--- src/rtl/atan_arbiter.sv ---
// atan_arbiter: shares one fixed-latency Atan unit between two requesters.
// Each requester holds credits covering its in-flight operations and its
// buffered results, so a stalled response consumer only blocks itself.
// Optional build macro: ATAN_ARB_FIXED_PRIO_EN (requester 0 always wins
// contention); when undefined, contention is resolved round-robin.
// LATENCY must be at least 1.
module atan_arbiter #(
  parameter int LATENCY    = 17,
  parameter int FIFO_DEPTH = 4
) (
  input  logic        clock,
  input  logic        reset,
  input  logic        io_req0_valid,
  output logic        io_req0_ready,
  input  logic [31:0] io_req0_bits,
  input  logic        io_req1_valid,
  output logic        io_req1_ready,
  input  logic [31:0] io_req1_bits,
  output logic        io_resp0_valid,
  input  logic        io_resp0_ready,
  output logic [31:0] io_resp0_bits,
  output logic        io_resp1_valid,
  input  logic        io_resp1_ready,
  output logic [31:0] io_resp1_bits,
  output logic [31:0] io_atan_in,
  input  logic [31:0] io_atan_out
);

  localparam int CW = $clog2(FIFO_DEPTH + 1);
  localparam int PW = (FIFO_DEPTH > 1) ? $clog2(FIFO_DEPTH) : 1;

  logic [1:0]       req_valid, resp_ready, elig, issue, push, pop, resp_valid;
  logic [1:0][31:0] req_bits, resp_bits;
  logic             rst_q, blank, grant_valid, grant_id;
  logic [LATENCY-1:0] tag_v, tag_id;

  assign req_valid  = {io_req1_valid, io_req0_valid};
  assign req_bits   = {io_req1_bits, io_req0_bits};
  assign resp_ready = {io_resp1_ready, io_resp0_ready};

  // No issue while reset is asserted nor in the first cycle after it.
  assign blank = reset | rst_q;

  // Remember that the previous cycle was a reset cycle.
  always_ff @(posedge clock) begin
    rst_q <= reset;
  end

`ifndef ATAN_ARB_FIXED_PRIO_EN
  logic last_grant;

  // Round-robin history; starts at 1 so requester 0 wins first contention.
  always_ff @(posedge clock) begin
    if (reset) begin
      last_grant <= 1'b1;
    end else if (grant_valid) begin
      last_grant <= grant_id;
    end
  end
`endif

  // Pick at most one eligible requester per cycle.
  always_comb begin
    grant_valid = 1'b0;
    grant_id    = 1'b0;
    if (elig[0] && elig[1]) begin
      grant_valid = 1'b1;
`ifdef ATAN_ARB_FIXED_PRIO_EN
      grant_id    = 1'b0;
`else
      grant_id    = ~last_grant;
`endif
    end else if (elig[0]) begin
      grant_valid = 1'b1;
      grant_id    = 1'b0;
    end else if (elig[1]) begin
      grant_valid = 1'b1;
      grant_id    = 1'b1;
    end
  end

  assign issue         = {grant_valid & grant_id, grant_valid & ~grant_id};
  assign io_req0_ready = issue[0];
  assign io_req1_ready = issue[1];
  assign io_atan_in    = grant_valid ? req_bits[grant_id] : 32'h0;

  // Tag shift register tracks which requester owns each Atan pipeline slot.
  always_ff @(posedge clock) begin
    if (reset) begin
      tag_v  <= '0;
      tag_id <= '0;
    end else begin
      for (int i = LATENCY - 1; i > 0; i--) begin
        tag_v[i]  <= tag_v[i-1];
        tag_id[i] <= tag_id[i-1];
      end
      tag_v[0]  <= grant_valid;
      tag_id[0] <= grant_id;
    end
  end

  assign push = {tag_v[LATENCY-1] & tag_id[LATENCY-1],
                 tag_v[LATENCY-1] & ~tag_id[LATENCY-1]};

  function automatic logic [PW-1:0] ptr_inc(input logic [PW-1:0] p);
    return (p == PW'(FIFO_DEPTH - 1)) ? '0 : p + 1'b1;
  endfunction

  for (genvar n = 0; n < 2; n++) begin : g_req
    logic [31:0]   mem [FIFO_DEPTH];
    logic [PW-1:0] rd_ptr, wr_ptr;
    logic [CW-1:0] fcnt, cnt;

    assign resp_valid[n] = !reset && (fcnt != '0);
    assign resp_bits[n]  = resp_valid[n] ? mem[rd_ptr] : 32'h0;
    assign pop[n]        = resp_valid[n] & resp_ready[n];
    assign elig[n]       = !blank && req_valid[n] && (cnt < CW'(FIFO_DEPTH));

    // Result storage; contents are qualified by fcnt so it needs no reset.
    always_ff @(posedge clock) begin
      if (push[n]) begin
        mem[wr_ptr] <= io_atan_out;
      end
    end

    // Response FIFO pointers and occupancy.
    always_ff @(posedge clock) begin
      if (reset) begin
        rd_ptr <= '0;
        wr_ptr <= '0;
        fcnt   <= '0;
      end else begin
        if (push[n]) wr_ptr <= ptr_inc(wr_ptr);
        if (pop[n])  rd_ptr <= ptr_inc(rd_ptr);
        case ({push[n], pop[n]})
          2'b10:   fcnt <= fcnt + 1'b1;
          2'b01:   fcnt <= fcnt - 1'b1;
          default: fcnt <= fcnt;
        endcase
      end
    end

    // Credit counter: in-flight plus buffered results of this requester.
    always_ff @(posedge clock) begin
      if (reset) begin
        cnt <= '0;
      end else begin
        case ({issue[n], pop[n]})
          2'b10:   cnt <= cnt + 1'b1;
          2'b01:   cnt <= cnt - 1'b1;
          default: cnt <= cnt;
        endcase
      end
    end
  end

  assign io_resp0_valid = resp_valid[0];
  assign io_resp1_valid = resp_valid[1];
  assign io_resp0_bits  = resp_bits[0];
  assign io_resp1_bits  = resp_bits[1];

endmodule

--- config.mk ---
export PLATFORM = sky130hd
export DESIGN_NAME = atan_arbiter
export DESIGN_NICKNAME = d
export VERILOG_FILES = /design/src/rtl/atan_arbiter.sv
export SDC_FILE = /design/constraint.sdc
export NUM_CORES = 1
export LEC_CHECK = 0
export ABC_CLOCK_PERIOD_IN_PS = 2500
export CAP_MARGIN = 10
export CORE_MARGIN = 2
export CORE_UTILIZATION = 35
export CTS_BUF_LIST = sky130_fd_sc_hd__clkbuf_2
export DETAILED_ROUTE_END_ITERATION = 16
export HOLD_SLACK_MARGIN = 0.08
export PLACE_DENSITY = 0.6
export SYNTH_ARGS = -nofsm -noshare
export SYNTH_HDL_FRONTEND = slang
export SYNTH_SLANG_ARGS = --single-unit
export TNS_END_PERCENT = 5
--- constraint.sdc ---
create_clock -name clock -period 2.5 [get_ports clock]
set_clock_uncertainty 0.1 [all_clocks]
set_input_delay 0.25 -clock clock [delete_from_list [all_inputs] [get_ports clock]]
set_output_delay 0.25 -clock clock [all_outputs]
set_load 0.05 [all_outputs]
==> results of run 1 <==
==> power groups by stage <==
stage               registers, mW  logic, mW  clock network, mW
floorplan                    5.80      0.191                  0
global placement             5.80      0.470                  0
detailed placement           5.80      0.475                  0
CTS                          5.68      0.531               3.63
global route                 5.68      0.579               3.95
finish                       5.68      0.540               3.47
==> routing by layer <==
layer | wire length (µm) | share of wire
met1 | 12800 | 0.44
met3 | 1770 | 0.061
met4 | 328 | 0.011
met2 | 14100 | 0.49
met5 | 0 | 0
==> kinds of logic after synthesis <==
logic type      Yosys count
fa+ha+maj                18
mux                      69
buf+inv                  65
xor+xnor                  8
compound gates           54
simple gates            210
flops                   316
==> layout by cell type (no fill, tap or decap), drive strengths merged, types with 3 or more instances in the layout <==
cell           count
xor2               8
clkinv            16
and2               4
dfxtp             60
or3                6
ha                14
clkbuf           120
diode              5
o21ai              6
clkdlybuf4s50    100
fa                 4
nor2b            100
nor3               7
mux4              64
nand2             66
edfxtp           256
a21oi              9
o22ai             32
inv               23
nor2              18
and3               4
buf              162
mux2i              3
dlygate4sd3       37
==> path summary, 6_finish.rpt <==
path                             to  depth (start not counted)            start
hold reg to reg           tag_v[16]                          1        tag_v[15]
setup / recovery  io_resp1_bits[16]                          5        flip-flop
setup reg to reg    g_req[0].cnt[2]                          9  g_req[1].cnt[2]
hold / removal            tag_v[16]                          1        tag_v[15]
==> cell type report <==
class,instances,area (µm²)
inverter,22,82.6
timing repair buffer,299,3200
tap,468,586
antenna,5,12.5
clock inverter,21,145
fill,3225,19300
multi-input combinational,359,3850
sequential,316,8910
clock buffer,120,601
==> state kept, by name (all words and copies together), names as in the netlist, named ones only <==
name,cells
g_req.cnt,6
g_req.fcnt,6
g_req.mem,256
g_req.rd_ptr,4
g_req.wr_ptr,4
last_grant,1
rst_q,1
tag_id,17
tag_v,17
==> critical path: stages, from the launching register on <==
cell     delay [ns]
dfxtp_4        0.46
buf_12         0.14
buf_12         0.13
mux4_2         0.50
nor2b_4        0.15
buf_6          0.15
==> timing repair <==
action                                 CTS  global route
endpoints found under the hold margin  306             0
hold buffers                            37             0
resized for setup                       97            25
buffers inserted                        13             0
gates cloned                             3             0
pin swaps                                3             1
setup endpoints to repair              100           100
==> impl_metrics.tcl, run 1 <==
set metrics [dict create \
    violations "setup timing" \
    grt_start_max_net_pins 51 \
    power_frac_seq 0.586 \
    synth_adder_area_share 0.0195 \
    fin_ws_ns -0.212 \
    insertion_delay_ns 0.86 \
    place_area_mm2 0.0156 \
    worst_ep_required_time_ns 2.15 \
    dp_hpwl_um 17900 \
    hold_viol_final 0 \
    cts-root-buf "clkbuf_2" \
    drt-wirelength-per-cell_um 18.0 \
    tns_ns -9.91 \
    p_per_area_mw_per_mm2 557 \
    wl_um 29000 \
    fp-row-count 70 \
    synth_edf_count 256 \
    p_sw_frac 0.235 \
    vias 7529 \
    synth_top_family_by_area "simple AND/OR/NAND/NOR gates" \
    rsz0062_at_grt "yes" \
    p_clk_frac 0.359 \
    io-pin-count 202 \
    post-route-util 0.474 \
    async_flop_share 0 \
    drt_iter0_markers 330 \
    antenna_left 0 \
    synth_common_cells "256 x edfxtp_1, 66 x nand2_1, 64 x mux4_2" \
    netlist_area_mm2 0.0131 \
    worstSetupEndpointType "primary output" \
    drv_cap 0 \
    gr-usage-met3 0.0374 \
    ys_top_cells_by_area "edfxtp_1 59%, mux4_2 11%, dfxtp_1 9.2%" \
    grtUsageMet1 0.198 \
    syn_inst 740 \
    critical_path.max_fanout 7 \
    intPower_mw 7.42 \
    p_switching_mw 2.28 \
    stdcell_count 1610 \
    finalMaxSlewViolations 0 \
    max_freq_mhz 369 \
    cts_buffers 79 \
    relSlewSlack 0.623 \
    startpoint_type "flip-flop" \
    grt_pass1_wl_um 44100 \
    r2r_setup_slack_ns 0.27 \
    antenna_found_initial 2 \
    p_leak_nw 6.17 \
    first_pass_iters 4 \
    die_area_mm2 0.0390 \
    die_h_um 197 \
    synth_warnings 0 \
    vias_per_cell 4.68 \
    setup_viol 65 \
    synthMuxAreaShare 0.114 \
    total_power_mw 9.69 \
    dieWidth_um 197 \
    gp_congestion 0.728 \
    cp.arrival_ns 2.36 \
    synth_top_area_frac 0.587 \
    period_needed_ns 2.71 \
    pwr-share-comb 0.056 \
    hp-class "reg2reg" \
    synth_compound_area_frac 0.0285 \
    drc 0 \
    synth_top_area_cell "edfxtp_1" \
    tightest_slew_ns 0.566 \
    clkTransAtPathRegs_ns 0.11 \
    grt_pass1_vias 7767 \
    io_buffers 201 \
    grt_util_met2 0.244 \
    start_util 0.357 \
    synth_most_common_cell "edfxtp_1" \
    synth_seq_cells 316 \
    nets 1197 \
    numPlacedInstances 1412 \
    final_cell_area_mm2 0.0174 \
    period_share 1.08 \
    globalRouteOverflowTotal 0 \
    yosys_most_used_dff "edfxtp_1" \
    critPathKind "reg2out" \
    whs_ns 0.317 \
    seq_area_frac_synth 0.679 \
    syn_to_final_growth_pct 32.8 \
    core_mm2 0.0367 \
    synth_fp_nets 860 \
    ctsLongestPathBuffers 3 \
    clock-sinks 316 \
    grt_usage 0.150 \
    final_layout_size_suffix_gt1_frac 0.405 \
    busiest_layer "met2" \
    avgSynthCellArea_um2 17.7 \
    synthSimpleGateAreaFrac 0.119 \
    yosysUniqueCellTypes 36 \
    place_ws_ns -0.0187 \
    ir_worst_vdd_v 0.000330 \
    outcome "finished with violations" \
    cts_tree "yes" \
    synthXorXnorAreaFrac 0.00535 \
    htree_num_levels 3 \
]
(Power assumes the default switching activity.)
==> run 2, diff against run 1 <==
--- a/config.mk
+++ b/config.mk
@@ -8,11 +8,11 @@
 export ABC_CLOCK_PERIOD_IN_PS = 2500
 export CAP_MARGIN = 10
 export CORE_MARGIN = 2
-export CORE_UTILIZATION = 35
+export CORE_UTILIZATION = 45
 export CTS_BUF_LIST = sky130_fd_sc_hd__clkbuf_2
 export DETAILED_ROUTE_END_ITERATION = 16
 export HOLD_SLACK_MARGIN = 0.08
-export PLACE_DENSITY = 0.6
+export PLACE_DENSITY = 0.73
 export SYNTH_ARGS = -nofsm -noshare
 export SYNTH_HDL_FRONTEND = slang
 export SYNTH_SLANG_ARGS = --single-unit
==> impl_metrics.tcl, run 2 (synthesized netlist as in run 1, its figures left out) <==
set metrics [dict create \
    outcome "finished with violations" \
    violations "setup timing" \
    ir_worst_vdd_v 0.000289 \
    antenna_found_initial 1 \
    worstSetupEndpointType "primary output" \
    htree_num_levels 3 \
    vias_per_cell 4.96 \
    critical_path.max_fanout 6 \
    regMostFlops "g_req.mem" \
    numPlacedInstances 1319 \
    tightest_slew_ns 0.505 \
    final_layout_size_suffix_gt1_frac 0.397 \
    r2r_setup_slack_ns 0.30 \
    hold_viol_final 0 \
    core_mm2 0.0287 \
    largest_register_ffs 256 \
    drv_cap 0 \
    globalRouteOverflowTotal 0 \
    syn_to_final_growth_pct 31.6 \
    p_leak_nw 6.13 \
    reg_top3 "g_req.mem x256, tag_id x17, tag_v x17" \
    grtUsageMet1 0.231 \
    io-pin-count 202 \
    cp.arrival_ns 2.28 \
    startpoint_type "flip-flop" \
    fin_ws_ns -0.127 \
    gr-usage-met3 0.0503 \
    vias 7495 \
    grt_util_met2 0.313 \
    finalMaxSlewViolations 0 \
    final_common_cell "edfxtp_1" \
    wl_um 27200 \
    total_power_mw 9.82 \
    antenna_left 0 \
    worst_ep_required_time_ns 2.15 \
    insertion_delay_ns 0.77 \
    cts_tree "yes" \
    dieWidth_um 175 \
    fp-row-count 62 \
    drc 0 \
    cts-root-buf "clkbuf_2" \
    first_pass_iters 4 \
    hp-class "in2reg" \
    place_ws_ns -0.0955 \
    dp_hpwl_um 17300 \
    start_util 0.456 \
    busiest_layer "met2" \
    grt_pass1_wl_um 43200 \
    grt_start_max_net_pins 66 \
    drt-wirelength-per-cell_um 18.0 \
    critPathKind "reg2out" \
    die_area_mm2 0.0305 \
    mostFrequentLayoutCells "256 x edfxtp_1, 118 x clkbuf_2, 100 x clkdlybuf4s50_1, 67 x buf_6" \
    grt_usage 0.185 \
    die_h_um 175 \
    cts_buffers 78 \
    grt_pass1_vias 8123 \
    ctsLongestPathBuffers 3 \
    gp_congestion 0.765 \
    stdcell_count 1511 \
    nets 1188 \
    period_needed_ns 2.63 \
    period_share 1.05 \
    p_per_area_mw_per_mm2 570 \
    io_buffers 201 \
    relSlewSlack 0.662 \
    max_freq_mhz 381 \
    setup_viol 49 \
    drt_iter0_markers 428 \
    rsz0062_at_grt "yes" \
    post-route-util 0.600 \
    clkTransAtPathRegs_ns 0.09 \
    clock-sinks 316 \
]
## run 2: critical path, cell delays in order (launching register included)
cell	delay [ns]
dfxtp_4	0.45
buf_12	0.14
buf_16	0.13
mux4_2	0.50
nor2b_4	0.14
buf_6	0.15
## run 2: path summary, 6_finish.rpt
check / startpoint / endpoint / cells past startpoint
setup / recovery: flip-flop / io_resp0_bits[25] / 5
hold reg to reg: tag_id[12] / tag_id[13] / 1
setup reg to reg: tag_v[16] / g_req[0].fcnt[2] / 8
hold / removal: io_resp1_ready / flip-flop / 4
## run 2: report_power, final
group | internal (mW) | total (mW) | switching [mW]
Sequential | 5.67 | 5.68 | 0.00591
Combinational | 0.266 | 0.547 | 0.281
Clock | 1.66 | 3.59 | 1.94
Total | 7.59 | 9.82 | 2.22
## run 2: area by class of cell
cell class                      instances  area, µm²
Fill cell                            2159      11500
Tap cell                              384        480
Clock inverter                         20        183
Sequential cell                       316       8910
Inverter                               22       82.6
Antenna cell                            1       2.50
Clock buffer                          118        591
Timing Repair Buffer                  291       3100
Multi-Input combinational cell        359       3870
## run 2: repair_timing
item	in CTS	in global routing
hold buffers	37	0
resized for setup	89	41
pin swaps	0	1
hold endpoints to repair	309	0
setup buffers	13	0
gates cloned	3	0
endpoints found under the setup margin	100	100
## run 2: layer usage
layer	vias up	share of wire
met2	319	0.49
met4	0	0.019
li1	3490	-
met3	32	0.076
met5	-	0
met1	3654	0.41
## run 2: metrics by stage
stage / TNS [ns] / hold WS (ns) / area (µm²)
6_report: -2.88 / 0.175 / 17200
5_1_grt: -15.92 / 0.101 / 17200
4_1_cts: -10.53 / 0.0810 / 17100
3_5_place_dp: -0.104 / 0.325 / 15400
3_3_place_gp: -0.00684 / 0.319 / 15400
2_1_floorplan: 0 / 0.178 / 13100
